--- src/rtl/pool_pkg.sv ---
// Shared types and constants for the 3x3 pooling window sequencer.
package pool_pkg;

  typedef enum logic [2:0] {
    IDLE,
    FETCH,
    DRAIN,
    EVAL,
    WRITE,
    DONE
  } state_t;

  localparam int KSIZE       = 3;
  localparam int WIN_PIX     = KSIZE * KSIZE;
  localparam int CYC_PER_WIN = WIN_PIX + 3;

  // Bit offset of window slot k inside the packed window bus.
  function automatic int slot_offset(input int slot, input int dwidth);
    return slot * dwidth;
  endfunction

endpackage

--- src/rtl/pool_addr_gen.sv ---
// Window/slot counters and the input/output BRAM address arithmetic.
module pool_addr_gen
  import pool_pkg::*;
#(
  parameter int IMG_W  = 9,
  parameter int IMG_H  = 9,
  parameter int ADDR_W = 10
) (
  input  logic              clk,
  input  logic              rst_n,
  input  logic              clear,
  input  logic              step,
  input  logic              advance,
  output logic              last_slot,
  output logic              last_window,
  output logic [3:0]        slot,
  output logic [ADDR_W-1:0] rd_addr,
  output logic [ADDR_W-1:0] wr_addr
);

  localparam int OW = IMG_W / KSIZE;
  localparam int OH = IMG_H / KSIZE;

  logic [ADDR_W-1:0] wr_q, wc_q;
  logic [1:0]        r_q, c_q;

  // NOTE: every flop here uses <= so all counters update from the same pre-edge values.
  always_ff @(posedge clk or negedge rst_n) begin
    if (!rst_n) begin
      wr_q <= '0;
      wc_q <= '0;
      r_q  <= '0;
      c_q  <= '0;
    end else if (clear) begin
      wr_q <= '0;
      wc_q <= '0;
      r_q  <= '0;
      c_q  <= '0;
    end else begin
      if (step) begin
        if (c_q == 2'(KSIZE - 1)) begin
          c_q <= '0;
          r_q <= (r_q == 2'(KSIZE - 1)) ? 2'd0 : r_q + 2'd1;
        end else begin
          c_q <= c_q + 2'd1;
        end
      end
      if (advance) begin
        if (wc_q == ADDR_W'(OW - 1)) begin
          wc_q <= '0;
          wr_q <= wr_q + ADDR_W'(1);
        end else begin
          wc_q <= wc_q + ADDR_W'(1);
        end
      end
    end
  end

  assign last_slot   = (r_q == 2'(KSIZE - 1)) && (c_q == 2'(KSIZE - 1));
  assign last_window = (wr_q == ADDR_W'(OH - 1)) && (wc_q == ADDR_W'(OW - 1));
  assign slot        = 4'(32'(r_q) * KSIZE + 32'(c_q));

  // Pixel (3*wr + r, 3*wc + c) in a row-major image of width IMG_W.
  assign rd_addr = ADDR_W'((32'(wr_q) * KSIZE + 32'(r_q)) * IMG_W
                           + 32'(wc_q) * KSIZE + 32'(c_q));
  assign wr_addr = ADDR_W'(32'(wr_q) * OW + 32'(wc_q));

endmodule

--- src/rtl/pool_window_sequencer.sv ---
// Sequencer feeding 3x3 windows from input BRAM to the pooling kernel and storing results.
// Optional POOL_PERF_EN adds a saturating 16-bit busy-cycle counter output (perf_cycles).
module pool_window_sequencer
  import pool_pkg::*;
#(
  parameter int DWIDTH = 8,
  parameter int IMG_W  = 9,
  parameter int IMG_H  = 9,
  parameter int ADDR_W = 10
) (
  input  logic                      clk,
  input  logic                      rst_n,
  input  logic                      start,
  output logic                      busy,
  output logic                      done,
  output logic                      rd_en,
  output logic [ADDR_W-1:0]         rd_addr,
  input  logic [DWIDTH-1:0]         rd_data,
  output logic [WIN_PIX*DWIDTH-1:0] win_data,
  output logic                      win_valid,
  input  logic [DWIDTH-1:0]         pool_result,
  output logic                      wr_en,
  output logic [ADDR_W-1:0]         wr_addr,
`ifdef POOL_PERF_EN
  output logic [DWIDTH-1:0]         wr_data,
  output logic [15:0]               perf_cycles
`else
  output logic [DWIDTH-1:0]         wr_data
`endif
);

  localparam bit EMPTY_GRID = ((IMG_W / KSIZE) == 0) || ((IMG_H / KSIZE) == 0);

  state_t state_q, state_d;

  logic                      clear, step, advance;
  logic                      last_slot, last_window;
  logic [3:0]                slot, cap_slot_q;
  logic                      cap_en_q;
  logic [WIN_PIX*DWIDTH-1:0] win_q;
  logic [DWIDTH-1:0]         wr_data_q;

  assign clear = (state_q == IDLE) && start;

  pool_addr_gen #(
    .IMG_W (IMG_W),
    .IMG_H (IMG_H),
    .ADDR_W(ADDR_W)
  ) u_addr_gen (
    .clk        (clk),
    .rst_n      (rst_n),
    .clear      (clear),
    .step       (step),
    .advance    (advance),
    .last_slot  (last_slot),
    .last_window(last_window),
    .slot       (slot),
    .rd_addr    (rd_addr),
    .wr_addr    (wr_addr)
  );

  always_ff @(posedge clk or negedge rst_n) begin
    if (!rst_n) state_q <= IDLE;
    else        state_q <= state_d;
  end

  // NOTE: assigning a default before the case keeps this block free of inferred latches.
  always_comb begin
    state_d = state_q;
    unique case (state_q)
      IDLE:    if (start) state_d = EMPTY_GRID ? DONE : FETCH;
      FETCH:   if (last_slot) state_d = DRAIN;
      DRAIN:   state_d = EVAL;
      EVAL:    state_d = WRITE;
      WRITE:   state_d = last_window ? DONE : FETCH;
      DONE:    state_d = IDLE;
      default: state_d = IDLE;
    endcase
  end

  always_comb begin
    busy      = 1'b1;
    done      = 1'b0;
    rd_en     = 1'b0;
    step      = 1'b0;
    win_valid = 1'b0;
    wr_en     = 1'b0;
    advance   = 1'b0;
    unique case (state_q)
      IDLE:  busy = 1'b0;
      FETCH: begin
        rd_en = 1'b1;
        step  = 1'b1;
      end
      EVAL:  win_valid = 1'b1;
      WRITE: begin
        wr_en   = 1'b1;
        advance = !last_window;
      end
      DONE:  done = 1'b1;
      default: busy = 1'b0;
    endcase
  end

  // BRAM data returns one cycle after the read, so remember which slot it belongs to.
  // NOTE: the window register is only 72 flops, so it is reset; large RAM arrays would not be.
  always_ff @(posedge clk or negedge rst_n) begin
    if (!rst_n) begin
      cap_en_q   <= 1'b0;
      cap_slot_q <= '0;
      win_q      <= '0;
    end else begin
      cap_en_q   <= rd_en;
      cap_slot_q <= slot;
      if (cap_en_q) win_q[slot_offset(int'(cap_slot_q), DWIDTH) +: DWIDTH] <= rd_data;
    end
  end

  always_ff @(posedge clk or negedge rst_n) begin
    if (!rst_n)                wr_data_q <= '0;
    else if (state_q == EVAL)  wr_data_q <= pool_result;
  end

  assign win_data = win_q;
  assign wr_data  = wr_data_q;

`ifdef POOL_PERF_EN
  logic [15:0] perf_q;

  always_ff @(posedge clk or negedge rst_n) begin
    if (!rst_n)                              perf_q <= '0;
    else if (clear)                          perf_q <= '0;
    else if (busy && (perf_q != 16'hFFFF))   perf_q <= perf_q + 16'd1;
  end

  assign perf_cycles = perf_q;
`endif

endmodule

--- config.mk ---
export PLATFORM = sky130hd
export DESIGN_NAME = pool_window_sequencer
export DESIGN_NICKNAME = d
export VERILOG_FILES = /design/src/rtl/pool_pkg.sv /design/src/rtl/pool_addr_gen.sv /design/src/rtl/pool_window_sequencer.sv
export SDC_FILE = /design/constraint.sdc
export NUM_CORES = 1
export LEC_CHECK = 0
export BUFFER_PORTS_ARGS = -buffer_cell sky130_fd_sc_hd__buf_2
export CORE_AREA = 2 2 113 115
export CTS_CLUSTER_DIAMETER = 120
export DETAILED_ROUTE_END_ITERATION = 10
export DIE_AREA = 0 0 115 117
export GPL_TIMING_DRIVEN = 0
export PLACE_DENSITY = 0.9
export SYNTH_ARGS = -nofsm -noshare
export SYNTH_HDL_FRONTEND = slang
export SYNTH_SLANG_ARGS = --single-unit
export TNS_END_PERCENT = 100
--- constraint.sdc ---
create_clock -name clk -period 6.4 [get_ports clk]
set_input_delay 1.28 -clock clk [delete_from_list [all_inputs] [get_ports clk]]
set_output_delay 1.28 -clock clk [all_outputs]
set_load 0.05 [all_outputs]
Word-level counts from Yosys, hierarchy flattened
Index checks and enable logic that the tools add are counted.
- add/sub/neg operators: 10
- multipliers: 4
- eq/ne operators: 11
- shift operators: 2
- multiplexer cells: 24
- reductions and logical operators: 13
- operators by type and width (operator ; number):
    bitwise mux 72 bit ; 1
    variable shift 8 x 33 -> 72 bit, first input constant ; 1
    indexed part select 8 x 33 -> 72 bit ; 1
    2-to-1 mux 10 bit ; 6
    negation 7 -> 33 bit ; 1
    multiplier 32 x 4 -> 10 bit, second input constant ; 1
    adder 10 x 1 -> 10 bit, second input constant ; 2
    adder 10 bit ; 2
    equality test 10 x 2 -> 1 bit, second input constant ; 2
    case mux 3 bit (5 select lines) ; 1
    2-to-1 mux 2 bit ; 7
    adder 12 x 2 -> 13 bit ; 1
    multiplier 10 x 2 -> 12 bit, second input constant ; 1
    adder 10 x 2 -> 10 bit ; 1
    multiplier 10 x 2 -> 10 bit, second input constant ; 1
    2-to-1 mux 3 bit ; 3
    nonzero test 2 bit ; 4
    equality test 3 x 2 -> 1 bit, second input constant ; 2
    equality test 3 bit, second input constant ; 2
    2-to-1 mux 1 bit ; 6
    AND reduction 2 bit ; 3
    adder 2 x 1 -> 2 bit, second input constant ; 2
    adder 4 x 2 -> 4 bit ; 1
    equality test 2 bit, second input constant ; 2
    other kinds (7) ; 10
- flip-flop bits (word level): 112
- bits of input ports: 19
- output and inout bits: 105
- word-level logic and storage cells: 73

Logic depth before layout (Yosys ltp)
- depth after elaboration: 6
- gate-level depth with buffers: 19
- mapped depth without buffers: 19

Modules after synthesis
A second synthesis with hierarchy kept.
- cell total of the unflattened synthesis: 579
- area total of the unflattened synthesis: 6922.9 um2
- by module, submodules not included (module ; times used ; cells an instance ; area each (um2) ; sequential area each (um2)):
    pool_window_sequencer ; 1 ; 235 ; 3676.0 ; 2202.1
    pool_addr_gen ; 1 ; 344 ; 3246.9 ; 600.6

Worst setup path before layout
OpenSTA, ideal clock, no wires.
- path kind: flip-flop to output port
- from: register u_addr_gen.wr_q[0]
- to: output port rd_addr[9]
- arrival: 4724 ps
- data required time: 5120 ps
- slack: 396 ps
- cell stages (with the launch flop): 20
- path buffers: 0
- cell sequence: dfrtp_1 inv_1 ha_1 inv_1 ha_1 a21oi_1 nor2_1 xor2_1 fa_1 inv_1 fa_1 inv_1 ha_1 ha_1 nand2_1 o21ai_0 o41ai_1 xnor2_1 xnor3_1 xnor3_1
- word-level cells in the longest chain between the ends: 5
- RTL lines (item ; line ; source):
    start, declared ; pool_addr_gen.sv:24 ; logic [ADDR_W-1:0] wr_q, wc_q;
    start signal, assigned ; pool_addr_gen.sv:51 ; wr_q <= wr_q + ADDR_W'(1);
    multiplier 10 x 2 -> 12 bit ; pool_addr_gen.sv:64 ; assign rd_addr = ADDR_W'((32'(wr_q) * KSIZE + 32'(r_q)) * IMG_W
    adder 12 x 2 -> 13 bit ; pool_addr_gen.sv:64 ;
    multiplier 32 x 4 -> 10 bit ; pool_addr_gen.sv:64 ;
    adder 10 bit ; pool_addr_gen.sv:65 ; + 32'(wc_q) * KSIZE + 32'(c_q));
    adder 10 x 2 -> 10 bit ; pool_addr_gen.sv:65 ;
    end, declared ; pool_window_sequencer.sv:17 ; output logic [ADDR_W-1:0] rd_addr,
No other way between the ends.

Worst setup path in the final report
- from: register u_addr_gen.wr_q[1]
- to: output port rd_addr[9]
Same word-level chain as after synthesis.

==> results.cfg <==
[detailed_routing]
drt_iter0_markers = 348
wl_per_cell_um = 16.9
final_antenna_net_count = 0
drc = 0
viasPerCell = 5.46
dr_total_vias = 4915
firstDrtPassIters = 5
routed_wl_um = 15300

[global_route]
grt_pass1_wl_um = 23700
grt_usage_pct = 22.6
grt.busiest_layer = met2
grt_pass1_vias = 4901
gr-usage-met3_pct = 3.91
grt_overflow = 0
grt_use_met2_pct = 39.5
grt_max_degree = 61
antenna_found_initial = 0
use_met1_pct = 27.9

[logic_synthesis]
synth_edf_count = 0
yosysTopAreaCellShare_pct = 42.1
synthCells = 598
synthesis.nets = 698
synth_top_cell_by_area = dfrtp_1
synth-async-reset-ratio_pct = 100
netlist_area_sq_um = 6660
synth_cell_types = 52
ys_warn_count = 0
synth_seq_cells = 112
postSynthAreaPerCell_sq_um = 11.1
synth-seq-area-share_pct = 42.1
synth_top_flop_cell = dfrtp_1
synth_area_leaders = dfrtp_1, ha_1, mux2_2

[power]
irDropWorstVdd_uv = 281
powerDensity_nw_per_um2 = 525
static-leakage-power_nw = 4.11

[clocking]
cts.sinks = 112
clk-insertion-delay-late_ns = 0.35
root_buffer = clkbuf_16
clock_path_buffers = 2
ctsHoldBuffers = 0
cts_tree = done
clk_pin_slew_ns = 0.08
cts.htree.levels = 3
cts_inserted_buffers = 9

[worst_setup_path]
critPathLaunch = u_addr_gen.wr_q[1]
reg2regPathDepth = 8
worstSetupPathType = reg -> out
rr_startpoint = cap_slot_q[0]
slowest_delay_ns = 0.48
r2r_end = win_data[35]
worstPathCellList = buf_4 > ha_1 > a211o_1 > a21o_2 > and2_1 > xnor2_2 > buf_4 > buf_4 > fa_1 > ha_1 > ha_1 > a21oi_2 > o21ai_1 > o41ai_2 > xnor2_1 > xnor3_1 > xnor3_1 > buf_6
reg2reg_slack_ns = 3.47
cp_max_fo = 4
arrival_ns = 5.00
path_buf_inv = 4
slowest_stage = fa_1
cp-start-kind = flip-flop
worstPathRequired_ns = 5.12
crit_path_end_kind = output port
crit_family = adder cells

[timing]
worstMarginPinSlew_ns = 0.918
fmax_mhz = 159
finalMaxSlewViolations = 0
holdWs_ns = 0.495
finalHoldViolCount = 0
fin_crit_ns = 6.28
slew_headroom_pct = 38.3
postLayoutSetupSlackWorst_ns = 0.124
setup_viol = 0
min_period_over_period_pct = 98.1
worst_clock_skew_ns = 0.00672

[flow_run]
drv_cap = 0

[final_layout]
final_cell_mix = buf_2, dfrtp_1, mux2_2
design_area_sq_um = 8020
finalNetCount = 846
layout_commonest_cell = buf_2
diodes = 0
syn2layout_area_growth_pct = 20.3
drive_gt1_share_pct = 34.2
fin_util_pct = 65.1

[min_path]
hold_end = win_data[63]
hold_start = win_data[63]
min_path_cells = 2
hp-class = reg -> reg

[floorplan]
ios = 124
chipHeight_um = 117
die_area_sq_um = 13500
rows = 41
core_sq_um = 12300
dieWidth_um = 115
start_util_pct = 54.1

[placed_design]
pre_cts_slack_ns = -0.0823
place_hpwl_um = 11200
placed_area_sq_um = 7490
port_buffers = 123
gp_congestion = 0.876

[run_status]
outcome = finished clean
[what timing repair did]
item	in CTS	in global routing
setup endpoints to repair	1	1
setup buffers	9	4
resized for setup	20	5
gates cloned	0	0
pin swaps	8	7
hold endpoints to repair	0	0
[worst max-delay path by stage]
stage,to,slack [ns],cells past startpoint
final,rd_addr[9],0.12,18
after global placement,rd_addr[9],0.03,15
after floorplan,rd_addr[9],0.40,19
after detailed placement,rd_addr[9],-0.08,15
after global routing,rd_addr[9],-0.00009,19
after CTS,rd_addr[9],0.0008,20
[Yosys cell counts, drive strengths merged, types with 9 or more instances]
cell type  count
xnor2         36
dfrtp        112
nand2         54
nand3         13
mux2          66
a21oi         22
o21ai         26
clkbuf         9
ha            62
nor2          34
fa            19
inv           64
[registers in the layout, indices dropped and copies added, names as in the netlist]
register / count
u_addr_gen.wc_q: 10
wr_data: 8
win_data: 72
u_addr_gen.c_q: 2
u_addr_gen.r_q: 2
cap_en_q: 1
state_q: 3
cap_slot_q: 4
u_addr_gen.wr_q: 10
[layer usage]
layer | vias to the layer above | routed length, um
li1 | 2318 | -
met1 | 2405 | 6170
met2 | 158 | 7940
met3 | 34 | 689
met4 | 0 | 451
met5 | - | 0
[power by group]
part,internal (mW),switching [mW],total [mW]
clock,0.281,0.288,0.569
combinational,0.684,1.80,2.48
sequential,0.989,0.169,1.16
total,1.95,2.25,4.21
[layout make-up]
class / instances / area (sq um)
flip-flops and latches: 112 / 2800
well taps: 150 / 188
multi-input cells: 412 / 3690
repair buffers: 137 / 749
plain buffers: 10 / 45.0
clock inverters: 7 / 78.8
clock buffers: 9 / 225
fillers: 922 / 4300
inverters: 64 / 240
[worst register-to-register path, stage by stage, from the launching register on]
cell and delay, ns:
dfrtp_1 0.33, clkbuf_1 0.31, nor3_1 0.13, ha_1 0.36
nand3b_1 0.12, or2_2 0.30, clkbuf_1 0.15, nor4_2 0.70
mux2_2 0.42
[cells by family (layout without fill, tap and decap cells)]
kind of cell             Yosys count  after routing  synth area share (%)
AO/OA/AOI/OAI                     74             74                  6.91
multiplexers                      67             67                  11.3
flip-flops                       112            112                  42.1
AND/OR/NAND/NOR                  144            144                  10.8
XOR/XNOR                          46             46                  7.29
adder cells (fa/ha/maj)           81             81                  17.4
buffers and inverters             74            227                  4.28
[metrics by stage]
step                setup TNS (ns)  instances  power (mW)
finish                           0        901        4.21
CTS                              0        897        4.20
global placement                 0        871        3.51
global route            -0.0000919        901        4.43
floorplan                        0        598        3.04
detailed placement         -0.0823        872        3.60
(Power assumes the default switching activity.)
